`config.mk`:
```
export PLATFORM = sky130hd
export DESIGN_NAME = servo_array_ctrl
export DESIGN_NICKNAME = d
export VERILOG_FILES = /design/src/rtl/servo_array_ctrl.sv
export SDC_FILE = /design/constraint.sdc
export NUM_CORES = 1
export LEC_CHECK = 0
export ABC_AREA = 1
export BUFFER_PORTS_ARGS = -buffer_cell sky130_fd_sc_hd__buf_2
export CORE_MARGIN = 4
export CORE_UTILIZATION = 50
export CTS_CLUSTER_SIZE = 25
export DETAILED_ROUTE_END_ITERATION = 8
export PLACE_DENSITY = 0.79
export SYNTH_ARGS = -nofsm -noshare
export SYNTH_HDL_FRONTEND = slang
export SYNTH_SLANG_ARGS = --single-unit
```
`constraint.sdc`:
```
create_clock -name mclk -period 3.8 [get_ports mclk]
set_clock_uncertainty 0.2 [all_clocks]
set_input_delay 0.38 -clock mclk [delete_from_list [all_inputs] [get_ports mclk]]
set_output_delay 0.38 -clock mclk [all_outputs]
set_load 0.02 [all_outputs]
```
`src/rtl/servo_array_ctrl.sv`:
```
// Multi-channel servo PWM generator: one shared frame counter, per-channel width registers
// updated once per frame (jog, track-to-target, or freeze) and clamped to [PW_MIN,PW_MAX].
module servo_array_ctrl #(
  parameter int NUM_CH        = 4,
  parameter int CLK_PER_FRAME = 20000,
  parameter int CW            = 15,
  parameter int PWW           = 12,
  parameter int PW_MIN        = 1000,
  parameter int PW_MAX        = 2200,
  parameter int PW_INIT       = 1000,
  parameter int STEP          = 10
) (
  input  logic                  mclk,
  input  logic                  rst,
  input  logic [NUM_CH-1:0]     toggle,
  input  logic [NUM_CH-1:0]     freeze,
  input  logic [NUM_CH-1:0]     track,
  input  logic                  ld_valid,
  output logic                  ld_ready,
  input  logic [3:0]            ld_ch,
  input  logic [PWW-1:0]        ld_pw,
  output logic [NUM_CH-1:0]     pwm,
  output logic [NUM_CH*PWW-1:0] pw_bus,
  output logic [NUM_CH-1:0]     at_min,
  output logic [NUM_CH-1:0]     at_max,
  output logic                  frame_stb
);

  localparam int PWE = PWW + 1;
  localparam int MW  = (CW > PWW) ? CW : PWW;
  localparam logic [CW-1:0]  CNT_LAST = CW'(CLK_PER_FRAME - 1);
  localparam logic [CW-1:0]  CNT_PRE  = CW'(CLK_PER_FRAME - 2);
  localparam logic [PWE-1:0] MIN_E    = PWE'(PW_MIN);
  localparam logic [PWE-1:0] MAX_E    = PWE'(PW_MAX);
  localparam logic [PWE-1:0] STEP_E   = PWE'(STEP);
  localparam logic [PWW-1:0] MIN_W    = PWW'(PW_MIN);
  localparam logic [PWW-1:0] MAX_W    = PWW'(PW_MAX);
  localparam logic [PWW-1:0] INIT_W   = PWW'(PW_INIT);

  function automatic logic [PWW-1:0] clamp_pw(input logic [PWW-1:0] v);
    logic [PWE-1:0] ve;
    ve = {1'b0, v};
    if (ve < MIN_E) begin
      return MIN_W;
    end else if (ve > MAX_E) begin
      return MAX_W;
    end else begin
      return v;
    end
  endfunction

  // One extra bit of headroom keeps pw+STEP and the distance terms from wrapping.
  function automatic logic [PWW-1:0] next_pw(input logic [PWW-1:0] pw, input logic [PWW-1:0] tgt,
                                             input logic frz, input logic trk, input logic tog);
    logic [PWE-1:0] p;
    logic [PWE-1:0] t;
    logic [PWE-1:0] r;
    p = {1'b0, pw};
    t = {1'b0, tgt};
    if (frz) begin
      r = p;
    end else if (trk) begin
      if (t > p) begin
        r = ((t - p) > STEP_E) ? (p + STEP_E) : t;
      end else if (t < p) begin
        r = ((p - t) > STEP_E) ? (p - STEP_E) : t;
      end else begin
        r = p;
      end
    end else if (tog) begin
      r = ((p + STEP_E) > MAX_E) ? MAX_E : (p + STEP_E);
    end else begin
      r = (p < (MIN_E + STEP_E)) ? MIN_E : (p - STEP_E);
    end
    return r[PWW-1:0];
  endfunction

  logic [CW-1:0]     cnt_r;
  logic              upd_s;
  logic              ld_fire_s;
  logic              ld_ready_r;
  logic              frame_stb_r;
  logic [PWW-1:0]    pw_r     [NUM_CH];
  logic [PWW-1:0]    tgt_r    [NUM_CH];
  logic [PWW-1:0]    pw_nxt_s [NUM_CH];
  logic [NUM_CH-1:0] pwm_r;
  logic [NUM_CH-1:0] at_min_r;
  logic [NUM_CH-1:0] at_max_r;

  // Widths only move on the update cycle so each frame is generated from one stable value.
  always_comb begin
    upd_s     = (cnt_r == CNT_LAST);
    ld_fire_s = ld_valid & ld_ready_r;
    for (int i = 0; i < NUM_CH; i++) begin
      if (upd_s) begin
        pw_nxt_s[i] = next_pw(pw_r[i], tgt_r[i], freeze[i], track[i], toggle[i]);
      end else begin
        pw_nxt_s[i] = pw_r[i];
      end
    end
  end

  // Frame counter; strobe and ready are registered one cycle ahead so they line up with U.
  always_ff @(posedge mclk) begin
    if (rst) begin
      cnt_r       <= '0;
      frame_stb_r <= 1'b0;
      ld_ready_r  <= 1'b0;
    end else begin
      cnt_r       <= upd_s ? '0 : (cnt_r + 1'b1);
      frame_stb_r <= (cnt_r == CNT_PRE);
      ld_ready_r  <= (cnt_r != CNT_PRE);
    end
  end

  // Per-channel width, target and PWM registers; loads to absent channels match nothing.
  always_ff @(posedge mclk) begin
    for (int i = 0; i < NUM_CH; i++) begin
      if (rst) begin
        pw_r[i]     <= INIT_W;
        tgt_r[i]    <= INIT_W;
        pwm_r[i]    <= 1'b0;
        at_min_r[i] <= (PW_INIT == PW_MIN);
        at_max_r[i] <= (PW_INIT == PW_MAX);
      end else begin
        pw_r[i]     <= pw_nxt_s[i];
        pwm_r[i]    <= (MW'(cnt_r) < MW'(pw_r[i]));
        at_min_r[i] <= (pw_nxt_s[i] == MIN_W);
        at_max_r[i] <= (pw_nxt_s[i] == MAX_W);
        if (ld_fire_s && (ld_ch == 4'(i))) begin
          tgt_r[i] <= clamp_pw(ld_pw);
        end else begin
          tgt_r[i] <= tgt_r[i];
        end
      end
    end
  end

  always_comb begin
    pw_bus = '0;
    for (int i = 0; i < NUM_CH; i++) begin
      pw_bus[i*PWW +: PWW] = pw_r[i];
    end
  end

  assign pwm       = pwm_r;
  assign at_min    = at_min_r;
  assign at_max    = at_max_r;
  assign frame_stb = frame_stb_r;
  assign ld_ready  = ld_ready_r;

endmodule
```
==> results.sh, run 1 <==
export IMPL_finalSetupViolCount=0
export IMPL_yosys_top_cells_area="nand2_1, ha_1, inv_1"
export IMPL_synthCells=2958
export IMPL_die_w_um=192
export IMPL_synth_compound_area_frac=0.0918
export IMPL_async_reset_ff_frac=0
export IMPL_cts_tree="yes"
export IMPL_worstSetupEndpointType="register"
export IMPL_synth_xor_xnor_area_share=0.0243
export IMPL_whs_path_depth=3
export IMPL_drtIter0Drc=2195
export IMPL_fin_cells=3575
export IMPL_hold_violations=0
export IMPL_antenna_found_initial=0
export IMPL_clkLatencyLatePin_ns=0.44
export IMPL_timing_rr_end="at_max[2]$_SDFF_PP0_"
export IMPL_syn_num_nets=3147
export IMPL_netlist_area_leader_share=0.235
export IMPL_root_buffer="clkbuf_16"
export IMPL_slew_viol_final=0
export IMPL_grt_pass1_vias=19000
export IMPL_p_clk_frac=0.430
export IMPL_slowest_stage="ha_1"
export IMPL_clock_sinks=125
export IMPL_drc_errors=0
export IMPL_die_area_sq_mm=0.0368
export IMPL_r2r_slack_ns=0.17
export IMPL_post_place_ws_ns=-0.000524
export IMPL_grt_overflow=0
export IMPL_max_slew_margin=0.115
export IMPL_area_growth_pct=13.5
export IMPL_yosys_area_share_simple=0.462
export IMPL_hpwl_mm=50.2
export IMPL_synth_area_sq_mm=0.0169
export IMPL_reg2reg_from="tgt_r[2][8]$_SDFFCE_PN1P_"
export IMPL_drive_above_1_share=0.115
export IMPL_cts_hold_buffers=0
export IMPL_hp_class="in2reg"
export IMPL_synth_top_family_by_area="simple AND/OR/NAND/NOR gates"
export IMPL_cp_required_ns=3.96
export IMPL_gp_congestion=1.06
export IMPL_cp_data_arrival_time_ns=3.79
export IMPL_vias=20300
export IMPL_p_leak_nw=10.6
export IMPL_initial_utilization=0.506
export IMPL_synth_most_common_cell="nand2_1"
export IMPL_placed_area_sq_mm=0.0184
export IMPL_die_y_um=192
export IMPL_muxShareOfSynthArea=0
export IMPL_ys_ff_latch=125
export IMPL_worstSetupStartpointType="register"
export IMPL_rr_worst_depth=19
export IMPL_path_common_cell="nand2_1"
export IMPL_worstSetupPathType="reg2reg"
export IMPL_postRouteAntennaNets=0
export IMPL_crit_family="simple AND/OR/NAND/NOR gates"
export IMPL_p_seq_frac=0.359
export IMPL_ys_top_cells_by_count="nand2_1, inv_1, nand3_1"
export IMPL_cts_htree_levels=4
export IMPL_period_minus_slack_ns=3.63
export IMPL_routed_via_density=5.68
export IMPL_clkTransAtPathRegs_ns=0.08
export IMPL_cp_buffers_inverters=0
export IMPL_yosys_cell_types_count=55
export IMPL_synth_top_cell_by_area="nand2_1"
export IMPL_rows=67
export IMPL_hold_start="ld_ch[1]"
export IMPL_p_sw_mw=1.39
export IMPL_yosysWarnings=0
export IMPL_path_cells="ha_1 -> nand2_1 -> nor2_2 -> nand2_1 -> nor2_1 -> nor2_1 -> nor2_1 -> nand2_1 -> nor2_4 -> nand2_4 -> a21oi_4 -> nand3_2 -> nand2_1 -> nand2_1 -> nand2_2 -> nand3_2 -> nor2_2 -> nand3_1 -> nor2_1"
export IMPL_dp_cells=3536
export IMPL_design_area_sq_mm=0.0192
export IMPL_cts_made_buffers=17
export IMPL_synthAdderAreaFrac=0.120
export IMPL_power_density_mw_per_mm2=210
export IMPL_fin_crit_sh=0.954
export IMPL_grt_max_degree=28
export IMPL_grt_pass1_wl_mm=98.8
export IMPL_comb_power_share=0.211
export IMPL_port_buffers=92
export IMPL_outcome="finished, final reports clean"
export IMPL_fin_util=0.574
export IMPL_internal_power_mw=2.64
export IMPL_max_slew_worst_pin_slew_ns=1.32
export IMPL_grt_use_total=0.334
export IMPL_wirelength_mm=62.6
export IMPL_cts_buffer_depth=2
export IMPL_io_pins=93
export IMPL_synth_edff_count=48
export IMPL_ir_drop_v=0.000324
export IMPL_holdPathEnd="tgt_r[0][7]$_SDFFCE_PN1P_"
export IMPL_nNetsFinal=3303
export IMPL_synth_area_per_cell_sq_um=5.72
export IMPL_swShare=0.345
export IMPL_fmax_mhz=276
export IMPL_slowest_delay_ns=0.52
export IMPL_whs_ns=0.0696
export IMPL_fill_cells=3374
export IMPL_coreArea_sq_mm=0.0334
export IMPL_routedWlPerCell_um=17.5
export IMPL_path_max_fanout=10
export IMPL_max_cap_viol_count=0
export IMPL_ys_seq_area_frac=0.176
export IMPL_antennaDiodeCount=0
export IMPL_drt_pass1_iter_count=8
export IMPL_finalWorstSetupSlack_ns=0.173
export IMPL_synthFlopType="dfxtp_1"
worst register-to-register path: stages, from the launching register on:
cell	delay, ns
edfxtp_1	0.51
ha_1	0.52
nand2_1	0.17
nor2_2	0.24
nand2_1	0.15
nor2_1	0.14
nor2_1	0.06
nor2_1	0.09
nand2_1	0.11
nor2_4	0.18
nand2_4	0.15
a21oi_4	0.25
nand3_2	0.09
nand2_1	0.08
nand2_1	0.07
nand2_2	0.10
nand3_2	0.08
nor2_2	0.18
nand3_1	0.10
nor2_1	0.11
through the flow:
| stage | power (mW) | setup TNS, ns |
|---|---|---|
| global route | 4.19 | -0.00947 |
| global placement | 2.27 | 0 |
| floorplan | 2.04 | 0 |
| detailed placement | 2.28 | -0.000524 |
| CTS | 3.99 | 0 |
| finish | 4.03 | 0 |
cells in the final DEF, fill, tap and decap left out, drive strengths merged, types with 4 or more instances in the layout:
master | synthesis | layout
a2111oi | 4 | 4
a211oi | 5 | 5
a21boi | 12 | 12
a21o | 6 | 6
a21oi | 128 | 129
a31oi | 19 | 19
and2 | 4 | 4
buf | 43 | 199
clkbuf | 20 | 17
clkinv | 5 | 8
dfxtp | 77 | 77
edfxtp | 48 | 48
fa | 8 | 8
ha | 150 | 150
inv | 473 | 483
nand2 | 1081 | 1081
nand3 | 333 | 333
nand3b | 16 | 16
nand4 | 64 | 64
nor2 | 276 | 276
nor3 | 31 | 31
nor4 | 9 | 9
o211ai | 10 | 10
o21ai | 61 | 61
o21bai | 7 | 7
or2 | 5 | 5
xnor2 | 7 | 7
xor2 | 40 | 40
how the worst max path moves through the flow:
stage                            to  slack [ns]  depth (start not counted)                      start
6_report       at_max[2]$_SDFF_PP0_        0.17                         19  tgt_r[2][8]$_SDFFCE_PN1P_
3_5_place_dp   at_min[0]$_SDFF_PP1_     -0.0005                         20     pw_r[0][11]$_SDFF_PP0_
5_1_grt        at_max[0]$_SDFF_PP0_      -0.009                         22     pw_r[0][10]$_SDFF_PP0_
4_1_cts        at_min[3]$_SDFF_PP1_        0.03                         21      pw_r[3][3]$_SDFF_PP1_
3_3_place_gp   at_min[0]$_SDFF_PP1_        0.03                         20     pw_r[0][11]$_SDFF_PP0_
2_1_floorplan  at_min[0]$_SDFF_PP1_        0.61                         20      pw_r[0][8]$_SDFF_PP1_
cell families after synthesis:
kind of cell | Yosys count
DFF | 125
adders and majority gates | 158
AOI/OAI and AO/OA | 266
buffers and inverters | 541
xor gates and xnor gates | 47
and+or+nand+nor | 1821
power groups by stage:
stage | Sequential, mW | Combinational (mW) | Clock, mW
3_3_place_gp | 1.47 | 0.796 | 0
5_1_grt | 1.45 | 0.942 | 1.80
3_5_place_dp | 1.48 | 0.803 | 0
2_1_floorplan | 1.46 | 0.580 | 0
6_report | 1.45 | 0.848 | 1.73
4_1_cts | 1.45 | 0.807 | 1.74
final cells by class:
class | instances | area, sq um | share of cell area
inverters | 478 | 1800 | 0.0938
clock buffers | 17 | 425 | 0.0222
repair buffers | 199 | 1280 | 0.0665
well taps | 448 | 561 | 0.0292
clock inverters | 15 | 190 | 0.00991
multi-input cells | 2293 | 12000 | 0.623
flip-flops and latches | 125 | 2990 | 0.156
what timing repair did:
item | 4_1_cts | 5_1_grt
gates resized for setup | 1 | 43
gates cloned | 0 | 1
pin swaps | 0 | 5
setup buffers | 0 | 6
endpoints found under the setup margin | 2 | 15
state kept, by name, summed over array words and instances (netlist names):
name and cells:
cnt_r 15, pwm 4, ld_ready 1, at_max 4, frame_stb 1, tgt_r 48
pw_r 48, at_min 4
layer usage:
metal / part of all wire / GRT usage / wire (um) / up-vias
met2: 0.44 / 0.527 / 27400 / 1194
li1: - / - / - / 9726
met5: 0 / 0 / 0 / -
met1: 0.42 / 0.457 / 26100 / 9181
met4: 0.044 / 0.141 / 2750 / 0
met3: 0.10 / 0.0473 / 6310 / 201
(Power assumes the default switching activity.)
==> run 2: changes to the inputs <==
CTS_BUF_LIST = sky130_fd_sc_hd__clkbuf_2 sky130_fd_sc_hd__clkbuf_4 sky130_fd_sc_hd__clkbuf_8   (was not set)
==> run 2 against run 1 <==
Effect of this change:
- sequential power is essentially flat
- hold slack worse by 0.036 ns
- critical path depth unchanged
- first-iteration DRC count decreased by 4.7%
- die area unchanged
- setup slack better by 0.029 ns
- clock-buffer cell count unchanged
- maximum frequency increased by 0.81%
- largest cell class unchanged
==> results.sh, run 2 (same netlist as run 1, synthesis figures left out) <==
export IMPL_outcome="finished, final reports clean"
export IMPL_die_w_um=192
export IMPL_root_buffer="clkbuf_8"
export IMPL_drc_errors=0
export IMPL_cp_data_arrival_time_ns=3.79
export IMPL_path_common_cell="nand2_1"
export IMPL_rr_worst_depth=19
export IMPL_fin_crit_sh=0.947
export IMPL_power_mw=3.58
export IMPL_wirelength_mm=62.3
export IMPL_max_slew_worst_pin_slew_ns=1.31
export IMPL_cts_hold_buffers=0
export IMPL_holdPathEnd="tgt_r[0][7]$_SDFFCE_PN1P_"
export IMPL_clock_sinks=125
export IMPL_setup_tns_ns=0
export IMPL_grt_use_total=0.333
export IMPL_reg_top3="pw_r x48, tgt_r x48, cnt_r x15"
export IMPL_antennaDiodeCount=0
export IMPL_routedWlPerCell_um=17.4
export IMPL_worstSetupEndpointType="register"
export IMPL_worstSetupStartpointType="register"
export IMPL_cts_made_buffers=17
export IMPL_fin_util=0.568
export IMPL_fmax_mhz=278
export IMPL_io_pins=93
export IMPL_timing_rr_end="at_max[2]$_SDFF_PP0_"
export IMPL_reg2reg_from="tgt_r[2][8]$_SDFFCE_PN1P_"
export IMPL_rows=67
export IMPL_hpwl_mm=50.2
export IMPL_mostFrequentLayoutCell="nand2_1"
export IMPL_path_cells="ha_1 -> nand2_1 -> nor2_2 -> nand2_1 -> nor2_1 -> nor2_1 -> nor2_1 -> nand2_1 -> nor2_4 -> nand2_4 -> a21oi_4 -> nand3_2 -> nand2_1 -> nand2_1 -> nand2_2 -> nand3_2 -> nor2_2 -> nand3_1 -> nor2_1"
export IMPL_vias=20300
export IMPL_clkLatencyLatePin_ns=0.47
export IMPL_whs_path_depth=3
export IMPL_r2r_slack_ns=0.20
export IMPL_hp_class="in2reg"
export IMPL_layout_common_cells="nand2_1, inv_1, nand3_1"
export IMPL_post_place_ws_ns=-0.000524
export IMPL_path_max_fanout=10
export IMPL_cts_htree_levels=4
export IMPL_grt_pass1_wl_mm=98.6
export IMPL_grt_pass1_vias=18900
export IMPL_slew_viol_final=0
export IMPL_port_buffers=92
export IMPL_period_minus_slack_ns=3.60
export IMPL_max_slew_margin=0.121
export IMPL_drtIter0Drc=2091
export IMPL_slowest_delay_ns=0.52
export IMPL_p_clk_frac=0.360
export IMPL_die_area_sq_mm=0.0368
export IMPL_finalSetupViolCount=0
export IMPL_slowest_stage="edfxtp_1"
export IMPL_gp_congestion=1.06
export IMPL_worstSetupPathType="reg2reg"
export IMPL_routed_via_density=5.67
export IMPL_grt_max_degree=28
export IMPL_finalWorstSetupSlack_ns=0.202
export IMPL_internal_power_mw=2.25
export IMPL_hold_violations=0
export IMPL_coreArea_sq_mm=0.0334
export IMPL_clkTransAtPathRegs_ns=0.11
export IMPL_postRouteAntennaNets=0
export IMPL_drt_pass1_iter_count=7
export IMPL_hold_start="ld_ch[1]"
export IMPL_nNetsFinal=3305
export IMPL_grt_overflow=0
export IMPL_power_density_mw_per_mm2=189
export IMPL_ir_drop_v=0.000214
export IMPL_drive_above_1_share=0.114
export IMPL_cts_tree="yes"
export IMPL_p_sw_mw=1.33
export IMPL_die_y_um=192
export IMPL_initial_utilization=0.506
export IMPL_comb_power_share=0.236
export IMPL_area_growth_pct=12.4
export IMPL_cts_buffer_depth=2
export IMPL_antenna_found_initial=0
export IMPL_cp_required_ns=4.00
export IMPL_p_seq_frac=0.403
export IMPL_p_leak_nw=10.5
export IMPL_swShare=0.371
export IMPL_max_cap_viol_count=0
==> run 2: cell count changes in the layout (fill, tap and decap cells not counted), moves of 2 or more <==
cell,change
buf_4,+2
clkbuf_16,-17
clkbuf_8,+17
nand3_1,+2
nand3_2,-2
==> run 2: final cells by class <==
type                    count  area (sq um)
clock buffers              17           234
multi-input cells        2293         11900
repair buffers            201          1290
inverters                 478          1800
fillers                  3403         14400
clock inverters            15           190
flip-flops and latches    125          2990
well taps                 448           561
==> run 2: worst max path at each step <==
stage	start	endpoint	slack (ns)	cells after the start
2_1_floorplan	pw_r[0][8]$_SDFF_PP1_	at_min[0]$_SDFF_PP1_	0.61	20
3_3_place_gp	pw_r[0][11]$_SDFF_PP0_	at_min[0]$_SDFF_PP1_	0.03	20
5_1_grt	tgt_r[0][0]$_SDFFCE_PN0P_	at_max[0]$_SDFF_PP0_	-0.02	23
4_1_cts	pw_r[0][11]$_SDFF_PP0_	at_min[0]$_SDFF_PP1_	0.005	20
3_5_place_dp	pw_r[0][11]$_SDFF_PP0_	at_min[0]$_SDFF_PP1_	-0.0005	20
6_report	tgt_r[2][8]$_SDFFCE_PN1P_	at_max[2]$_SDFF_PP0_	0.20	19
==> run 2: per-layer routing <==
| metal | vias up | track usage | part of all wire |
|---|---|---|---|
| met2 | 1223 | 0.528 | 0.44 |
| met1 | 9139 | 0.455 | 0.41 |
| met4 | 0 | 0.136 | 0.043 |
| met3 | 184 | 0.0465 | 0.11 |
| met5 | - | 0 | 0 |
| li1 | 9742 | - | - |
==> run 2: repair_timing <==
action,4_1_cts,5_1_grt
pin swaps,0,5
gates cloned,0,1
endpoints found under the setup margin,2,14
gates resized for setup,1,39
buffers inserted,0,8
==> run 2: critical path: cells and delay by family (launching register included) <==
| family | cells | cell delay, ns |
|---|---|---|
| and+or+nand+nor | 17 | 2.08 |
| DFF | 1 | 0.52 |
| adders and majority gates | 1 | 0.51 |
| AOI/OAI and AO/OA | 1 | 0.24 |
==> run 2: metrics by stage <==
step | instances | hold slack (ns) | cell area (sq um)
after detailed placement | 3536 | 0.336 | 18400
final | 3577 | 0.0336 | 19000
after global placement | 3536 | 0.285 | 18400
after floorplan | 2958 | 0.266 | 16900
after global routing | 3577 | 0.0452 | 19000
after CTS | 3568 | 0.0223 | 18800
==> run 2: power groups by stage <==
stage / logic, mW / clock network (mW) / registers (mW)
2_1_floorplan: 0.580 / 0 / 1.46
3_3_place_gp: 0.796 / 0 / 1.47
3_5_place_dp: 0.803 / 0 / 1.48
4_1_cts: 0.807 / 1.29 / 1.44
5_1_grt: 0.942 / 1.35 / 1.45
6_report: 0.847 / 1.29 / 1.45
